### src/rtl/alu32_if.sv
// Operand/opcode and registered result/flag bundle for the alu32 execute-stage ALU.
interface alu32_if;
  logic [31:0] a;
  logic [31:0] b;
  logic [3:0]  opcode;
  logic [31:0] result;
  logic        zero_flag;
  logic        sign_flag;
  logic        carry_flag;
  logic        overflow_flag;

  modport master (
    output a, b, opcode,
    input  result, zero_flag, sign_flag, carry_flag, overflow_flag
  );

  modport slave (
    input  a, b, opcode,
    output result, zero_flag, sign_flag, carry_flag, overflow_flag
  );
endinterface

### src/rtl/alu32.sv
// 32-bit execute-stage ALU: add/sub/logic/slt/shifts with zero/sign/carry/overflow flags.
// Operands are sampled every clock; result and flags are registered (1-cycle latency).
module alu32 (
  input  logic   clk,
  input  logic   rst,
  alu32_if.slave bus
);
  localparam logic [3:0] OP_ADD = 4'b0000;
  localparam logic [3:0] OP_SUB = 4'b0001;
  localparam logic [3:0] OP_AND = 4'b0010;
  localparam logic [3:0] OP_OR  = 4'b0011;
  localparam logic [3:0] OP_XOR = 4'b0100;
  localparam logic [3:0] OP_SLT = 4'b0101;
  localparam logic [3:0] OP_SLL = 4'b0110;
  localparam logic [3:0] OP_SRL = 4'b0111;
  localparam logic [3:0] OP_SRA = 4'b1000;

  // Signed overflow: operands agree in sign but the result does not.
  function automatic logic add_ovf(input logic [31:0] x, input logic [31:0] y,
                                   input logic [31:0] r);
    return (x[31] == y[31]) && (r[31] != x[31]);
  endfunction

  // Signed overflow for x - y: operands differ in sign and result sign flips from x.
  function automatic logic sub_ovf(input logic [31:0] x, input logic [31:0] y,
                                   input logic [31:0] r);
    return (x[31] != y[31]) && (r[31] != x[31]);
  endfunction

  logic [32:0]        sum_s;
  logic [32:0]        diff_s;
  logic [4:0]         shamt_s;
  logic signed [31:0] a_signed_s;
  logic [31:0]        next_result_s;
  logic               next_carry_s;
  logic               next_ovf_s;

  logic [31:0] result_r;
  logic        zero_r;
  logic        sign_r;
  logic        carry_r;
  logic        ovf_r;

  assign sum_s      = {1'b0, bus.a} + {1'b0, bus.b};
  assign diff_s     = {1'b0, bus.a} - {1'b0, bus.b};
  assign shamt_s    = bus.b[4:0];
  assign a_signed_s = bus.a;

  // Next result and arithmetic flags; diff_s[32] is the unsigned borrow.
  always_comb begin
    next_result_s = 32'd0;
    next_carry_s  = 1'b0;
    next_ovf_s    = 1'b0;
    case (bus.opcode)
      OP_ADD: begin
        next_result_s = sum_s[31:0];
        next_carry_s  = sum_s[32];
        next_ovf_s    = add_ovf(bus.a, bus.b, sum_s[31:0]);
      end
      OP_SUB: begin
        next_result_s = diff_s[31:0];
        next_carry_s  = diff_s[32];
        next_ovf_s    = sub_ovf(bus.a, bus.b, diff_s[31:0]);
      end
      OP_AND: next_result_s = bus.a & bus.b;
      OP_OR:  next_result_s = bus.a | bus.b;
      OP_XOR: next_result_s = bus.a ^ bus.b;
      OP_SLT: begin
        if ($signed(bus.a) < $signed(bus.b)) begin
          next_result_s = 32'd1;
        end else begin
          next_result_s = 32'd0;
        end
      end
      OP_SLL: next_result_s = bus.a << shamt_s;
      OP_SRL: next_result_s = bus.a >> shamt_s;
      OP_SRA: next_result_s = a_signed_s >>> shamt_s;
      default: begin
        next_result_s = 32'd0;
        next_carry_s  = 1'b0;
        next_ovf_s    = 1'b0;
      end
    endcase
  end

  // Output register; zero/sign are derived from the value being registered.
  always_ff @(posedge clk) begin
    if (rst) begin
      result_r <= 32'd0;
      zero_r   <= 1'b1;
      sign_r   <= 1'b0;
      carry_r  <= 1'b0;
      ovf_r    <= 1'b0;
    end else begin
      result_r <= next_result_s;
      zero_r   <= (next_result_s == 32'd0);
      sign_r   <= next_result_s[31];
      carry_r  <= next_carry_s;
      ovf_r    <= next_ovf_s;
    end
  end

  assign bus.result        = result_r;
  assign bus.zero_flag     = zero_r;
  assign bus.sign_flag     = sign_r;
  assign bus.carry_flag    = carry_r;
  assign bus.overflow_flag = ovf_r;
endmodule

### src/flat_wrapper.sv
// flat-port wrapper written by rule: the top's interface ports become plain ports
module alu32_flat 
  (clk, rst, bus_a, bus_b, bus_opcode, bus_result, bus_zero_flag, bus_sign_flag, bus_carry_flag, bus_overflow_flag);
  alu32_if bus_i ();
  input  logic clk;
  input  logic rst;
  input wire logic [$bits(bus_i.a)-1:0] bus_a;
  input wire logic [$bits(bus_i.b)-1:0] bus_b;
  input wire logic [$bits(bus_i.opcode)-1:0] bus_opcode;
  output wire logic [$bits(bus_i.result)-1:0] bus_result;
  output wire logic [$bits(bus_i.zero_flag)-1:0] bus_zero_flag;
  output wire logic [$bits(bus_i.sign_flag)-1:0] bus_sign_flag;
  output wire logic [$bits(bus_i.carry_flag)-1:0] bus_carry_flag;
  output wire logic [$bits(bus_i.overflow_flag)-1:0] bus_overflow_flag;
  assign bus_i.a = bus_a;
  assign bus_i.b = bus_b;
  assign bus_i.opcode = bus_opcode;
  assign bus_result = bus_i.result;
  assign bus_zero_flag = bus_i.zero_flag;
  assign bus_sign_flag = bus_i.sign_flag;
  assign bus_carry_flag = bus_i.carry_flag;
  assign bus_overflow_flag = bus_i.overflow_flag;
  alu32 u_core (.clk(clk), .rst(rst), .bus(bus_i));
endmodule
### config.mk
export PLATFORM = sky130hd
export DESIGN_NAME = alu32_flat
export DESIGN_NICKNAME = d
export VERILOG_FILES = /design/src/rtl/alu32_if.sv /design/src/rtl/alu32.sv /design/src/flat_wrapper.sv
export SDC_FILE = /design/constraint.sdc
export NUM_CORES = 1
export LEC_CHECK = 0
export BUFFER_PORTS_ARGS = -buffer_cell sky130_fd_sc_hd__clkbuf_2
export CAP_MARGIN = 15
export CORE_MARGIN = 4
export CORE_UTILIZATION = 50
export CTS_BUF_LIST = sky130_fd_sc_hd__clkbuf_16
export DETAILED_ROUTE_END_ITERATION = 10
export PLACE_DENSITY = 0.72
export SYNTH_ARGS = -nofsm -noshare
export SYNTH_HDL_FRONTEND = slang
export SYNTH_SLANG_ARGS = --single-unit
### constraint.sdc
create_clock -name clk -period 6.5 [get_ports clk]
set_clock_uncertainty 0.15 [all_clocks]
set_input_delay 0.975 -clock clk [delete_from_list [all_inputs] [get_ports clk]]
set_output_delay 0.975 -clock clk [all_outputs]
set_load 0.05 [all_outputs]
==> flow_summary.json <==
{
  "max_slew_margin_pct": 30.0,
  "max-clock-path-buffers": 2,
  "status": "finished, final reports clean",
  "fin_area_sq_um": 11600,
  "drc_errors": 0,
  "ir_drop_mv": 0.0897,
  "hpwl_um": 41400,
  "timing.fmax_ghz": 0.178,
  "maxCapViolCount": 0,
  "synthesis.nets": 1624,
  "clock_sinks": 35,
  "seqPwrFrac_pct": 15.2,
  "nets": 1661,
  "synth-main-ff-cell": "dfxtp_1",
  "antennaDiodeCount": 0,
  "cts_tree": "built",
  "power_per_cell_area_nw_per_um2": 136,
  "clk_pin_slew_ns": 0.06,
  "synth_edf_count": 0,
  "p_sw_w": 0.000818,
  "track_usage_pct": 42.5,
  "required_ns": 6.58,
  "intPower_w": 0.000758,
  "synthToLayoutAreaGrowth_pct": 8.12,
  "wirelength_um": 53700,
  "grt_pass1_vias": 12100,
  "grt_pass1_wl_um": 78100,
  "startpoint_type": "primary input",
  "hold_path_class": "in2reg",
  "drtIter0Drc": 1880,
  "start_util_pct": 50.9,
  "postCtsSetupBuffers": 0,
  "layout_commonest_cell": "nor2_1",
  "place.gp.congestion": 1.11,
  "cp_max_fo": 29,
  "postSynthCellCount": 1455,
  "post-route-min-period_ns": 5.63,
  "cts_buffers": 5,
  "num-fill-cells": 2030,
  "core_area_sq_um": 21000,
  "worstPathCellList": "buf_4 -> inv_1 -> fa_1 -> nor2b_1 -> o2111ai_1 -> a2bb2oi_1 -> a2111oi_0 -> a211oi_1 -> or3_1 -> nor4_1 -> nand4_1 -> a2111oi_2 -> and4_1 -> a41o_1",
  "critical_path_class": "in2reg",
  "cts_resized": 0,
  "layout-drive-gt1-share_pct": 17.7,
  "dpl-instance-area_sq_um": 11400,
  "synth-seq-cells": 35,
  "swShare_pct": 51.9,
  "netlist_area_sq_um": 10700,
  "die_x_um": 154,
  "worst_path_largest_cell_delay_ns": 0.62,
  "p_leak_nw": 4.94,
  "final_antenna_net_count": 0,
  "tns_ns": 0,
  "synthArstFlopShare_pct": 0,
  "clockPowerShare_pct": 18.3,
  "worstSetupStartpoint": "bus_b[1]",
  "grt_max_degree": 66,
  "final_cell_mix": "nor2_1, nand2_1, clkbuf_2",
  "cts.hold.buffers_added": 0,
  "via_count": 13200,
  "syn_avg_cell_area_sq_um": 7.35,
  "portBuffers": 105,
  "report.final.slew_viol_count": 0,
  "die_h_um": 154,
  "hold_viol": 0,
  "dieArea_sq_um": 23800,
  "period_share_pct": 86.6,
  "setup_viol_count_final": 0,
  "row_count": 53,
  "h-tree-depth": 2,
  "crit_path_top_delay_cell": "nor4_1",
  "synth.distinct_cells": 88,
  "grt.overflow.total": 0,
  "comb_power_share_pct": 66.4,
  "routedWlPerCell_um": 30.4,
  "first_pass_iters": 7,
  "yosysSeqAreaShare_pct": 6.55,
  "tightest_slew_ns": 1.05,
  "arrival_ns": 5.70,
  "rsz0062_at_grt": "false",
  "endpoint_kind": "register",
  "antenna_found_initial": 0,
  "yosysWarningCount": 0,
  "viasPerCell": 7.46,
  "pin_count": 106,
  "cts-root-buf": "clkbuf_16",
  "min-delay-start": "bus_b[31]"
}
-- path summary, 6_finish.rpt --
path	slack (ns)	cells after the start	endpoint
worst max-delay path	0.87	14	u_core.bus.zero_flag
worst min-delay path	1.05	4	u_core.bus.carry_flag
-- synth_stat cells (all sizes together), types with 7 or more instances --
cell / instances / share of area, %
nor2: 139 / 4.9
or2: 11 / 0.64
clkbuf: 83 / 2.9
nand4: 20 / 1.2
a311oi: 8 / 0.66
o21bai: 8 / 0.56
nor3: 47 / 2.2
nor2b: 27 / 1.6
a211o: 12 / 0.98
o21ai: 74 / 3.5
a221oi: 19 / 1.6
ha: 97 / 11
mux2: 24 / 2.5
mux4: 48 / 10
buf: 42 / 2.4
nand2: 105 / 3.7
a211oi: 34 / 2.4
o221ai: 20 / 1.6
a2111oi: 15 / 1.3
nand2b: 14 / 0.82
or3: 12 / 0.70
a2bb2oi: 7 / 0.57
o31ai: 9 / 0.63
a22oi: 22 / 1.5
inv: 99 / 3.5
nand3: 37 / 1.7
nor4: 16 / 0.94
a31oi: 21 / 1.2
dfxtp: 35 / 6.6
o22ai: 17 / 0.99
a21o: 20 / 1.4
mux2i: 55 / 5.3
o21a: 16 / 1.1
a21oi: 93 / 4.4
o211ai: 22 / 1.5
-- cell type report --
| type | instances | area, sq um | share of cell area (%) |
|---|---|---|---|
| well taps | 275 | 344 | 2.98 |
| flip-flops and latches | 35 | 701 | 6.06 |
| repair buffers | 155 | 903 | 7.81 |
| clock inverters | 3 | 46.3 | 0.400 |
| multi-input cells | 1194 | 9070 | 78.4 |
| clock buffers | 5 | 125 | 1.08 |
| inverters | 101 | 379 | 3.28 |
-- critical path, delay by kind of cell --
kind	cells	cell delay [ns]
buf+inv	2	0.70
simple gates	5	1.63
compound gates	6	1.83
fa+ha+maj	1	0.53
-- state kept, by name, indices dropped and copies added, names as in the netlist --
signal	count
u_core.bus.result	31
u_core.bus.overflow_flag	1
u_core.bus.carry_flag	1
u_core.bus.sign_flag	1
u_core.bus.zero_flag	1
-- power by group through the flow --
stage / clock network (W) / registers [W] / logic, W
after detailed placement: 0 / 0.000245 / 0.000997
after CTS: 0.000292 / 0.000240 / 0.00100
final: 0.000289 / 0.000240 / 0.00105
after global placement: 0 / 0.000245 / 0.000999
after floorplan: 0 / 0.000317 / 0.000604
after global routing: 0.000296 / 0.000242 / 0.00109
-- per-stage QoR --
stage          utilization, %  std cells  power, W  worst slack (ns)  hold WS [ns]
2_1_floorplan               -       1455  0.000922              1.70          1.10
3_3_place_gp             54.2       1760   0.00124             0.896          1.32
3_5_place_dp             54.2       1760   0.00124             0.855          1.32
4_1_cts                  55.0       1768   0.00153              1.14          1.06
5_1_grt                  55.0       1768   0.00163             0.764          1.12
6_report                 55.0       1768   0.00158             0.874          1.05
-- logic make-up (layout without fill, tap and decap cells) --
logic type               Yosys count  count (layout)  synth area share, %
flip-flops                        35              35                 6.55
AO/OA/AOI/OAI                    494             494                 32.8
AND/OR/NAND/NOR                  469             469                 21.5
multiplexers                     127             127                 18.1
XOR/XNOR                           5               5                0.409
buffers and inverters            226             264                 8.87
adder cells (fa/ha/maj)           99              99                 11.7
-- routing by layer --
metal  wire, um  GRT usage (%)  vias up
li1           -              -     5637
met1      19900           54.4     6169
met2      22300           64.1     1145
met3       7140           10.9      241
met4       4320           25.7        0
met5          0              0        -
Power figures use the tool's default switching activity.
